### src/rtl/pci_arbiter.sv
// PCI bus arbiter: fixed-priority or round-robin grant of the bus with
// turnaround, grant timeout and optional parking.
module pci_arbiter #(
  parameter int N_MASTERS = 3,
  parameter int RR_MODE   = 0,
  parameter int TIMEOUT   = 16,
  parameter int PARK_EN   = 0,
  parameter int PARK_IDX  = 0
) (
  input  logic                         clk,
  input  logic                         rst,
  input  logic [N_MASTERS-1:0]         req_n,
  input  logic                         frame_n,
  input  logic                         irdy_n,
  output logic [N_MASTERS-1:0]         gnt_n,
  output logic [$clog2(N_MASTERS)-1:0] gnt_idx,
  output logic                         gnt_valid
);

  localparam int IW = $clog2(N_MASTERS);
  localparam int CW = $clog2(TIMEOUT + 1);
  localparam logic [IW-1:0] PARK = IW'(PARK_IDX);
  localparam logic [IW-1:0] LAST = IW'(N_MASTERS - 1);
  localparam logic [CW-1:0] TLIM = CW'(TIMEOUT - 1);
  localparam logic [N_MASTERS-1:0] ONE = N_MASTERS'(1);

  typedef enum logic [1:0] {
    IDLE, GRANTED, BUSY, TURN
  } state_t;

  state_t               state;
  logic [IW-1:0]        owner;
  logic [IW-1:0]        lastOwner;
  logic [CW-1:0]        toCnt;
  logic [N_MASTERS-1:0] excl;

  logic [N_MASTERS-1:0] reqVec;
  logic                 anyReq;
  logic                 busIdle;
  logic                 parkNow;
  logic                 winFound;
  logic [IW-1:0]        winIdx;
  logic [IW-1:0]        srch;

  assign reqVec  = ~req_n & ~excl;
  assign anyReq  = |(~req_n);
  assign busIdle = frame_n & irdy_n;
  assign parkNow = (PARK_EN != 0) && busIdle && !anyReq;

  // Fixed priority is a round-robin search that always starts after the top index.
  always_comb begin
    srch     = (RR_MODE != 0) ? lastOwner : LAST;
    winFound = 1'b0;
    winIdx   = '0;
    for (int i = 0; i < N_MASTERS; i++) begin
      srch = (srch == LAST) ? '0 : srch + IW'(1);
      if (!winFound && reqVec[srch]) begin
        winFound = 1'b1;
        winIdx   = srch;
      end
    end
  end

  always_ff @(posedge clk) begin
    if (rst) begin
      state     <= IDLE;
      owner     <= '0;
      lastOwner <= LAST;
      toCnt     <= '0;
      excl      <= '0;
      gnt_n     <= '1;
      gnt_idx   <= '0;
      gnt_valid <= 1'b0;
    end else begin
      unique case (state)
        IDLE, TURN: begin
          if (anyReq) excl <= '0;
          if (state == IDLE && gnt_valid) begin
            // Parked: the parked master may start without requesting.
            if (!frame_n) begin
              state <= BUSY;
            end else if (anyReq) begin
              if (winFound && winIdx == PARK) begin
                state <= GRANTED;
                toCnt <= '0;
              end else begin
                state     <= TURN;
                gnt_n     <= '1;
                gnt_idx   <= '0;
                gnt_valid <= 1'b0;
              end
            end
          end else if (winFound) begin
            state     <= GRANTED;
            owner     <= winIdx;
            toCnt     <= '0;
            gnt_n     <= ~(ONE << winIdx);
            gnt_idx   <= winIdx;
            gnt_valid <= 1'b1;
          end else if (parkNow) begin
            state     <= IDLE;
            owner     <= PARK;
            gnt_n     <= ~(ONE << PARK);
            gnt_idx   <= PARK;
            gnt_valid <= 1'b1;
          end else begin
            state <= IDLE;
          end
        end
        GRANTED: begin
          if (!frame_n) begin
            state     <= BUSY;
            lastOwner <= owner;
          end else if (req_n[owner] || toCnt == TLIM) begin
            if (!req_n[owner]) excl <= ONE << owner;
            state     <= TURN;
            gnt_n     <= '1;
            gnt_idx   <= '0;
            gnt_valid <= 1'b0;
          end else if (toCnt != {CW{1'b1}}) begin
            toCnt <= toCnt + CW'(1);
          end
        end
        BUSY: begin
          if (frame_n) begin
            gnt_n     <= '1;
            gnt_idx   <= '0;
            gnt_valid <= 1'b0;
          end
          if (busIdle) state <= IDLE;
        end
        default: state <= IDLE;
      endcase
    end
  end

endmodule

### config.mk
export PLATFORM = sky130hd
export DESIGN_NAME = pci_arbiter
export DESIGN_NICKNAME = d
export VERILOG_FILES = /design/src/rtl/pci_arbiter.sv
export SDC_FILE = /design/constraint.sdc
export NUM_CORES = 1
export LEC_CHECK = 0
export CAP_MARGIN = 15
export CELL_PAD_IN_SITES_DETAIL_PLACEMENT = 0
export CELL_PAD_IN_SITES_GLOBAL_PLACEMENT = 2
export CORE_UTILIZATION = 29
export DETAILED_ROUTE_END_ITERATION = 8
export GPL_TIMING_DRIVEN = 0
export PLACE_DENSITY_LB_ADDON = 0.1
export SETUP_SLACK_MARGIN = 0.15
export SLEW_MARGIN = 20
export SYNTH_ARGS = -nofsm -noshare
export SYNTH_HDL_FRONTEND = slang
export SYNTH_SLANG_ARGS = --single-unit
export TNS_END_PERCENT = 1
### constraint.sdc
create_clock -name clk -period 1.75 [get_ports clk]
set_input_delay 0.175 -clock clk [delete_from_list [all_inputs] [get_ports clk]]
set_output_delay 0.175 -clock clk [all_outputs]
set_load 0.005 [all_outputs]
### Word-level counts from Yosys, hierarchy flattened

Cells that the tools add are included.

* bits in registers: 18
* input port bits: 7
* logic and storage cells: 111
* output and inout bits: 6

* order comparisons: 1
* equality and inequality tests: 20
* add/sub/neg operators: 1
* reductions and logical operators: 17
* muxes and demuxes: 57
* bitwise logic cells: 6
* shifts and indexed selects: 2

Operators by type and width (count)
* 2-to-1 mux 5 bit: 8
* 2-to-1 mux 3 bit: 12
* 2-to-1 mux 2 bit: 16
* inequality test 3 bit, second input constant: 6
* inequality test 2 bit, second input constant: 8
* 2-to-1 mux 1 bit: 14
* one-hot mux 2 bit (3 select lines): 2
* one-hot mux 5 bit (2 select lines): 1
* inverter 3 bit: 3
* one-hot mux 3 bit (3 select lines): 1
* AND reduction 8 bit: 1
* AND reduction 7 bit: 1
* one-hot mux 3 bit (2 select lines): 1
* AND reduction 3 bit: 2
* << shifter 1 x 2 -> 3 bit, first input constant: 2
* adder 5 x 1 -> 5 bit, second input constant: 1
* equality test 5 x 4 -> 1 bit, second input constant: 1
* inequality test 5 bit, second input constant: 1
* AND reduction 5 bit: 1
* equality test 2 bit, second input constant: 2
* logical AND 1 bit: 4
* zero test 2 bit: 2
* inequality test 4 bit, second input constant: 1
* bitwise AND 3 bit: 1
* 11 further kinds: 12

### Depth between registers and ports, before layout

* depth in word-level cells: 16
* mapped depth: 8
* depth with buffers taken out: 8

### Worst setup path after synthesis

No wires, ideal clock.

* kind: register to register
* from: register state[0]
* to: register gnt_idx[0]
* buffers on the path: 1
* required time: 1634 ps
* library setup time: 116 ps
* arrival: 1785 ps
* path slack: -151 ps
* stages on the path, launching flop included: 9
* clock period less this slack: 1901 ps
* path through: dfxtp_1 -> inv_1 -> ha_1 -> buf_2 -> a21oi_1 -> nand3_1 -> nand4_1 -> nor3_1 -> a31o_2

* cells in the longest elaborated chain, start to end: 4
* elaborated cells on any way between the ends: 16
* classes of those cells: eq/ne: 10; mux: 2; reduce/logical: 4

RTL lines
* start, declared: line 31 `state_t state;`
* start signal, assigned: line 66 `state <= IDLE;`
* start signal, assigned: line 81 `state <= BUSY;`
* start signal, assigned: line 84 `state <= GRANTED;`
* equality test 2 bit / zero test 2 bit (equally long branches): line 75, 78
* OR reduction 2 bit / logical AND 1 bit (equally long branches): line 75, 78
* inequality test 3 bit (no line) / 2-to-1 mux 2 bit (equally long branches)
* AND reduction 7 bit (no line) / one-hot mux 2 bit (3 select lines) (equally long branches)
* end signal, assigned: line 98 `gnt_idx <= winIdx;`
* end, declared: line 16 `output logic [$clog2(N_MASTERS)-1:0] gnt_idx,`

Several ways; a longest one is shown, not always the timed one.
A chain may end at the register's enable or synchronous reset.

### Final worst setup path

* from: register toCnt[1]
* to: register toCnt[4]

* cells in the longest elaborated chain, start to end: 5
* elaborated cells on any way between the ends: 11
* classes of those cells: add/sub: 1; eq/ne: 4; mux: 4; reduce/logical: 2

RTL lines
* start, declared: line 34 `logic [CW-1:0] toCnt;`
* start signal, assigned: line 121 `toCnt <= toCnt + CW'(1);`
* adder 5 x 1 -> 5 bit: line 121
* 2-to-1 mux 5 bit: line 120 `end else if (toCnt != {CW{1'b1}}) begin`
* 2-to-1 mux 5 bit: line 114 `end else if (req_n[owner] || toCnt == TLIM) begin`
* 2-to-1 mux 5 bit: line 111 `if (!frame_n) begin`
* one-hot mux 5 bit (2 select lines): line 75 `unique case (state)`

Several ways; a longest one is shown, not always the timed one. The select of a mux whose other input is x is not followed.

==> impl_summary.md <==
Outcome
The run finished, with violations left. The checks that failed: setup timing.

GRT
The number of antenna violations at the first check in global routing was 0. The via count of the first global-routing pass was around 890. After global routing the overflow that remains totals 0. The first global-routing pass estimated around 4.3 mm of wire.

The combined global-route utilization of all metal layers is between 15 and 20%. Entering global routing, the biggest net connects 11 pins.

Logic synthesis
Synthesis instantiated between 40 and 50 different standard cells from the library. The yosys synthesis warning count is 0. Summing the sequential cell areas from Yosys gives roughly a third of the chip area. The synthesized design contains 0 enable-type register cells. Synthesis produced ~120 cells. The average cell area after synthesis is about 8.4 µm². In the synthesized netlist the async set-or-reset flop fraction comes to 0%. The compound-gate portion of the synthesized area is a little under a third. The library cell with the largest summed area after synthesis is sky130_fd_sc_hd__dfxtp_1.

The multiplexer area fraction after synthesis is 1.944%. The XOR/XNOR share of the synthesized area is 0%. The synthesized netlist occupies a cell area of ~0.0010 mm². Summing the areas of all fa, ha and maj instances in the mapped netlist gives under 10% of the synthesized area. Sorting the synthesized cells by area gives the leading types as sky130_fd_sc_hd__dfxtp_1 (35%), sky130_fd_sc_hd__ha_1 (7.3%), sky130_fd_sc_hd__a21oi_1 (5.3%). The proportion of netlist area held by the largest area contributor is 34.99%. The dominant combinational cell family by area after synthesis is compound AO/OA/AOI/OAI gates. Synthesis inferred 18 register bits.

The post-synthesis simple-gate area fraction is about a fifth. The number of nets in the synthesized netlist is around 140. Among all flip-flop cells after synthesis, the most frequent one is sky130_fd_sc_hd__dfxtp_1.

Timing
The final worst-path cycle share is 110.8%. The number of endpoints with negative hold slack in the final report is 0. The final max-slew violation count is 0.

The upper clock frequency limit is between 500 and 600 MHz. Setup violations remaining at the end of the flow were counted as 12. The worst relative slew slack is about two thirds. The slew of the pin with the lowest slew margin is roughly 500 ps. Setup repair after global routing could not meet its margin everywhere. The shortest period the worst path allows is around 1900 ps. The final setup skew is just under 7 ps. Hold is met by ~290 ps. The final worst-path setup slack is -189.8 ps.

Worst setup path
The combined buffer and inverter count along the critical path is 0. The worst setup path is launched from a register. In this run the worst path has a maximum fanout of 4. The launch point of the worst reg-to-reg path is toCnt[1]. Walking the worst path, the cells encountered are ha_2 > and3_4 > ha_2 > or3_4 > or4b_4 > a21oi_1. The category of the worst setup path capture point is a register. The critical setup path kind is register to register. For this run, the slowest stage of the critical path takes 480 ps. STA puts the critical path data arrival time at 2190 ps.

The family with the most delay on the worst path is simple AND/OR/NAND/NOR gates. Data on the critical path is required at its endpoint by 2000 ps. Counting stages on the worst path, the most repeated cell is sky130_fd_sc_hd__ha_2.

On the critical path, the stage with the largest delay is an instance of sky130_fd_sc_hd__or4b_4. The startpoint of the worst setup timing path is toCnt[1].

Clock network
The CTS tree is built. Clock-pin slew was measured on the worst setup and hold paths at 120 ps. The root buffer cell chosen for the clock tree is sky130_fd_sc_hd__clkbuf_4. The number of H-tree branching levels is 1. Clock tree synthesis inserted a total of 3 buffers. Counting along the longest clock path gives a buffer depth of 2. The clock latency at the later pin of the worst-skew pair is around 300 ps. The number of clock sinks is 18.

Floorplanning
The number of primary I/O pins is 13. The die covers ~0.0038 mm². Measured along the y axis, the die boundary spans slightly above 60 µm. The floorplan step set the die width to around 60 µm. The initial utilization of the core area, before any placement, comes to a little under a third. The count of standard-cell rows is 21. The floorplan core area is approximately 0.0034 mm².

Placed design
At the end of routability-driven placement, the weighted congestion stood at 0.7555. Input and output buffers added on the ports amount to 10. The half-perimeter wire length after placement is roughly 1.8 mm.

The pre-CTS setup slack is -449.8 ps.

Cells and area
The number of nets in the layout is 153. The number of antenna diodes in the final layout is 0. The fraction of layout cells with a size suffix above 1 is roughly 28%.

Counting the fill cells in the layout gives ~370. The layout overhead on the synthesized area is 31.96%.

Detailed routing
The count of antenna-violating nets left after detailed routing is 0. In the final routed layout, each cell accounts on average for roughly 14 µm. Using the TritonRoute via totals, the vias-per-cell ratio works out to approximately 5.3. The DRC violation total after the first TritonRoute iteration is 19. The remaining design rule violation count is 0. The first detailed-routing pass ran for 4 iterations. The total wire length is roughly 2.6 mm.

The detailed router placed 987 vias in this run.

Power and ir drop
The cell area power density is roughly 1500 mW/mm². Of the total power, combinational logic draws between 60 and 70%. The switching portion of total power is between 40% and 50%. Sequential cells account for 26.8% of the total power. The clock group share of total power is approximately an eighth.

The power dissipated by switching net loads is ~0.0009 W. The internal portion of total power is 0.001211 W. The leakage power total is roughly 0.44 nW. The maximum vdd drop is roughly 0.52 mV.

Flow run
The number of max-cap violations is 0.

Worst hold path
The type of the tightest min-delay check is input pin to register. The start point of the worst hold path is rst.
repair_timing:
action                     CTS  global route
pin swaps                    3             3
resized for setup           17             6
setup endpoints to repair   16            16
buffers inserted             3             0
hold buffers                 0             0
routing by layer:
| metal | track usage [%] | routed length (µm) | part of all wire, % |
|---|---|---|---|
| met5 | 0 | 0 | 0 |
| met4 | 3.810 | 20 | 0.76 |
| met3 | 3.782 | 72 | 2.7 |
| met2 | 24.73 | 1197 | 45 |
| met1 | 20.43 | 1341 | 51 |
worst reg2reg max path, delay by kind of cell, from the launching register on:
kind / cells / cell delay (ps)
AO/OA/AOI/OAI: 1 / 140
adder cells (fa/ha/maj): 2 / 370
flip-flops: 1 / 340
AND/OR/NAND/NOR: 3 / 1040
sequential cells by signal, indices dropped and copies added (netlist names):
name,cells
toCnt,5
excl,3
gnt_n,3
gnt_idx,2
owner,2
state,2
gnt_valid,1
path summary, 6_finish.rpt:
path | endpoint | slack [ps] | cells past startpoint
max | toCnt[4] | -190 | 6
min | gnt_n[2] | 290 | 3
min reg2reg | toCnt[3] | 480 | 1
max reg2reg | toCnt[4] | -190 | 6
kinds of logic after synthesis:
family,after synthesis
AOI/OAI and AO/OA,43
and+or+nand+nor,40
adders and majority gates,6
DFF,18
muxes,2
buffers and inverters,13
synth_stat cells (2+ instances only):
cell,number
sky130_fd_sc_hd__dfxtp_1,18
sky130_fd_sc_hd__a21oi_1,11
sky130_fd_sc_hd__nand2_1,10
sky130_fd_sc_hd__nor2_1,8
sky130_fd_sc_hd__inv_1,7
sky130_fd_sc_hd__ha_1,6
sky130_fd_sc_hd__o21ai_0,6
sky130_fd_sc_hd__a211oi_1,5
sky130_fd_sc_hd__nand3_1,5
sky130_fd_sc_hd__nor3_1,5
sky130_fd_sc_hd__clkbuf_1,3
sky130_fd_sc_hd__a311oi_1,2
sky130_fd_sc_hd__a31o_2,2
sky130_fd_sc_hd__buf_2,2
sky130_fd_sc_hd__mux2i_1,2
sky130_fd_sc_hd__nand3b_1,2
sky130_fd_sc_hd__o22a_1,2
sky130_fd_sc_hd__o32ai_2,2
sky130_fd_sc_hd__or3_1,2
final cells by class:
type                            instances  area [µm²]  area share (%)
Buffer                                  6       37.54           2.762
Clock buffer                            4       36.28           2.670
Inverter                                7       26.28           1.934
Multi-Input combinational cell         91       708.2           52.12
Sequential cell                        18       366.6           26.98
Tap cell                               46       57.56           4.236
Timing Repair Buffer                   13       126.4           9.300
stage by stage:
stage / power [W] / TNS, ps / util (%) / area, µm² / instances
final: 0.002092 / -1097 / 40.40 / 1359 / 185
after global routing: 0.002238 / -2057 / 40.40 / 1359 / 185
after CTS: 0.002036 / -891.9 / 39.40 / 1325 / 185
after detailed placement: 0.001541 / -4335 / 35.83 / 1205 / 178
after global placement: 0.001540 / -4327 / 35.83 / 1205 / 178
after floorplan: 0.001263 / -356.6 / - / 1047 / 122
power groups by stage:
stage	sequential, W	clock (W)	combinational [W]
6_report	0.000560	0.000272	0.00126
5_1_grt	0.000573	0.000301	0.00136
4_1_cts	0.000559	0.000287	0.00119
3_5_place_dp	0.000562	0	0.000979
3_3_place_gp	0.000559	0	0.000981
2_1_floorplan	0.000552	0	0.000711
placed cells by master, fill, tap and decap left out, types with 2 or more instances in the layout:
master / netlist / routed
sky130_fd_sc_hd__nand2_1: 10 / 10
sky130_fd_sc_hd__o21ai_0: 6 / 6
sky130_fd_sc_hd__nand3_1: 5 / 5
sky130_fd_sc_hd__a211oi_1: 5 / 4
sky130_fd_sc_hd__inv_2: 0 / 2
sky130_fd_sc_hd__dfxtp_2: 0 / 5
sky130_fd_sc_hd__ha_1: 6 / 2
sky130_fd_sc_hd__mux2i_1: 2 / 2
sky130_fd_sc_hd__o22a_1: 2 / 2
sky130_fd_sc_hd__nand3b_1: 2 / 2
sky130_fd_sc_hd__a31o_2: 2 / 2
sky130_fd_sc_hd__nor3_1: 5 / 5
sky130_fd_sc_hd__a21oi_1: 11 / 10
sky130_fd_sc_hd__clkbuf_4: 0 / 3
sky130_fd_sc_hd__clkdlybuf4s50_1: 0 / 10
sky130_fd_sc_hd__clkbuf_1: 3 / 3
sky130_fd_sc_hd__inv_1: 7 / 5
sky130_fd_sc_hd__nor2_1: 8 / 8
sky130_fd_sc_hd__buf_4: 0 / 3
sky130_fd_sc_hd__or3_4: 0 / 2
sky130_fd_sc_hd__dfxtp_1: 18 / 13
sky130_fd_sc_hd__ha_2: 0 / 3
(Power assumes the default switching activity.)
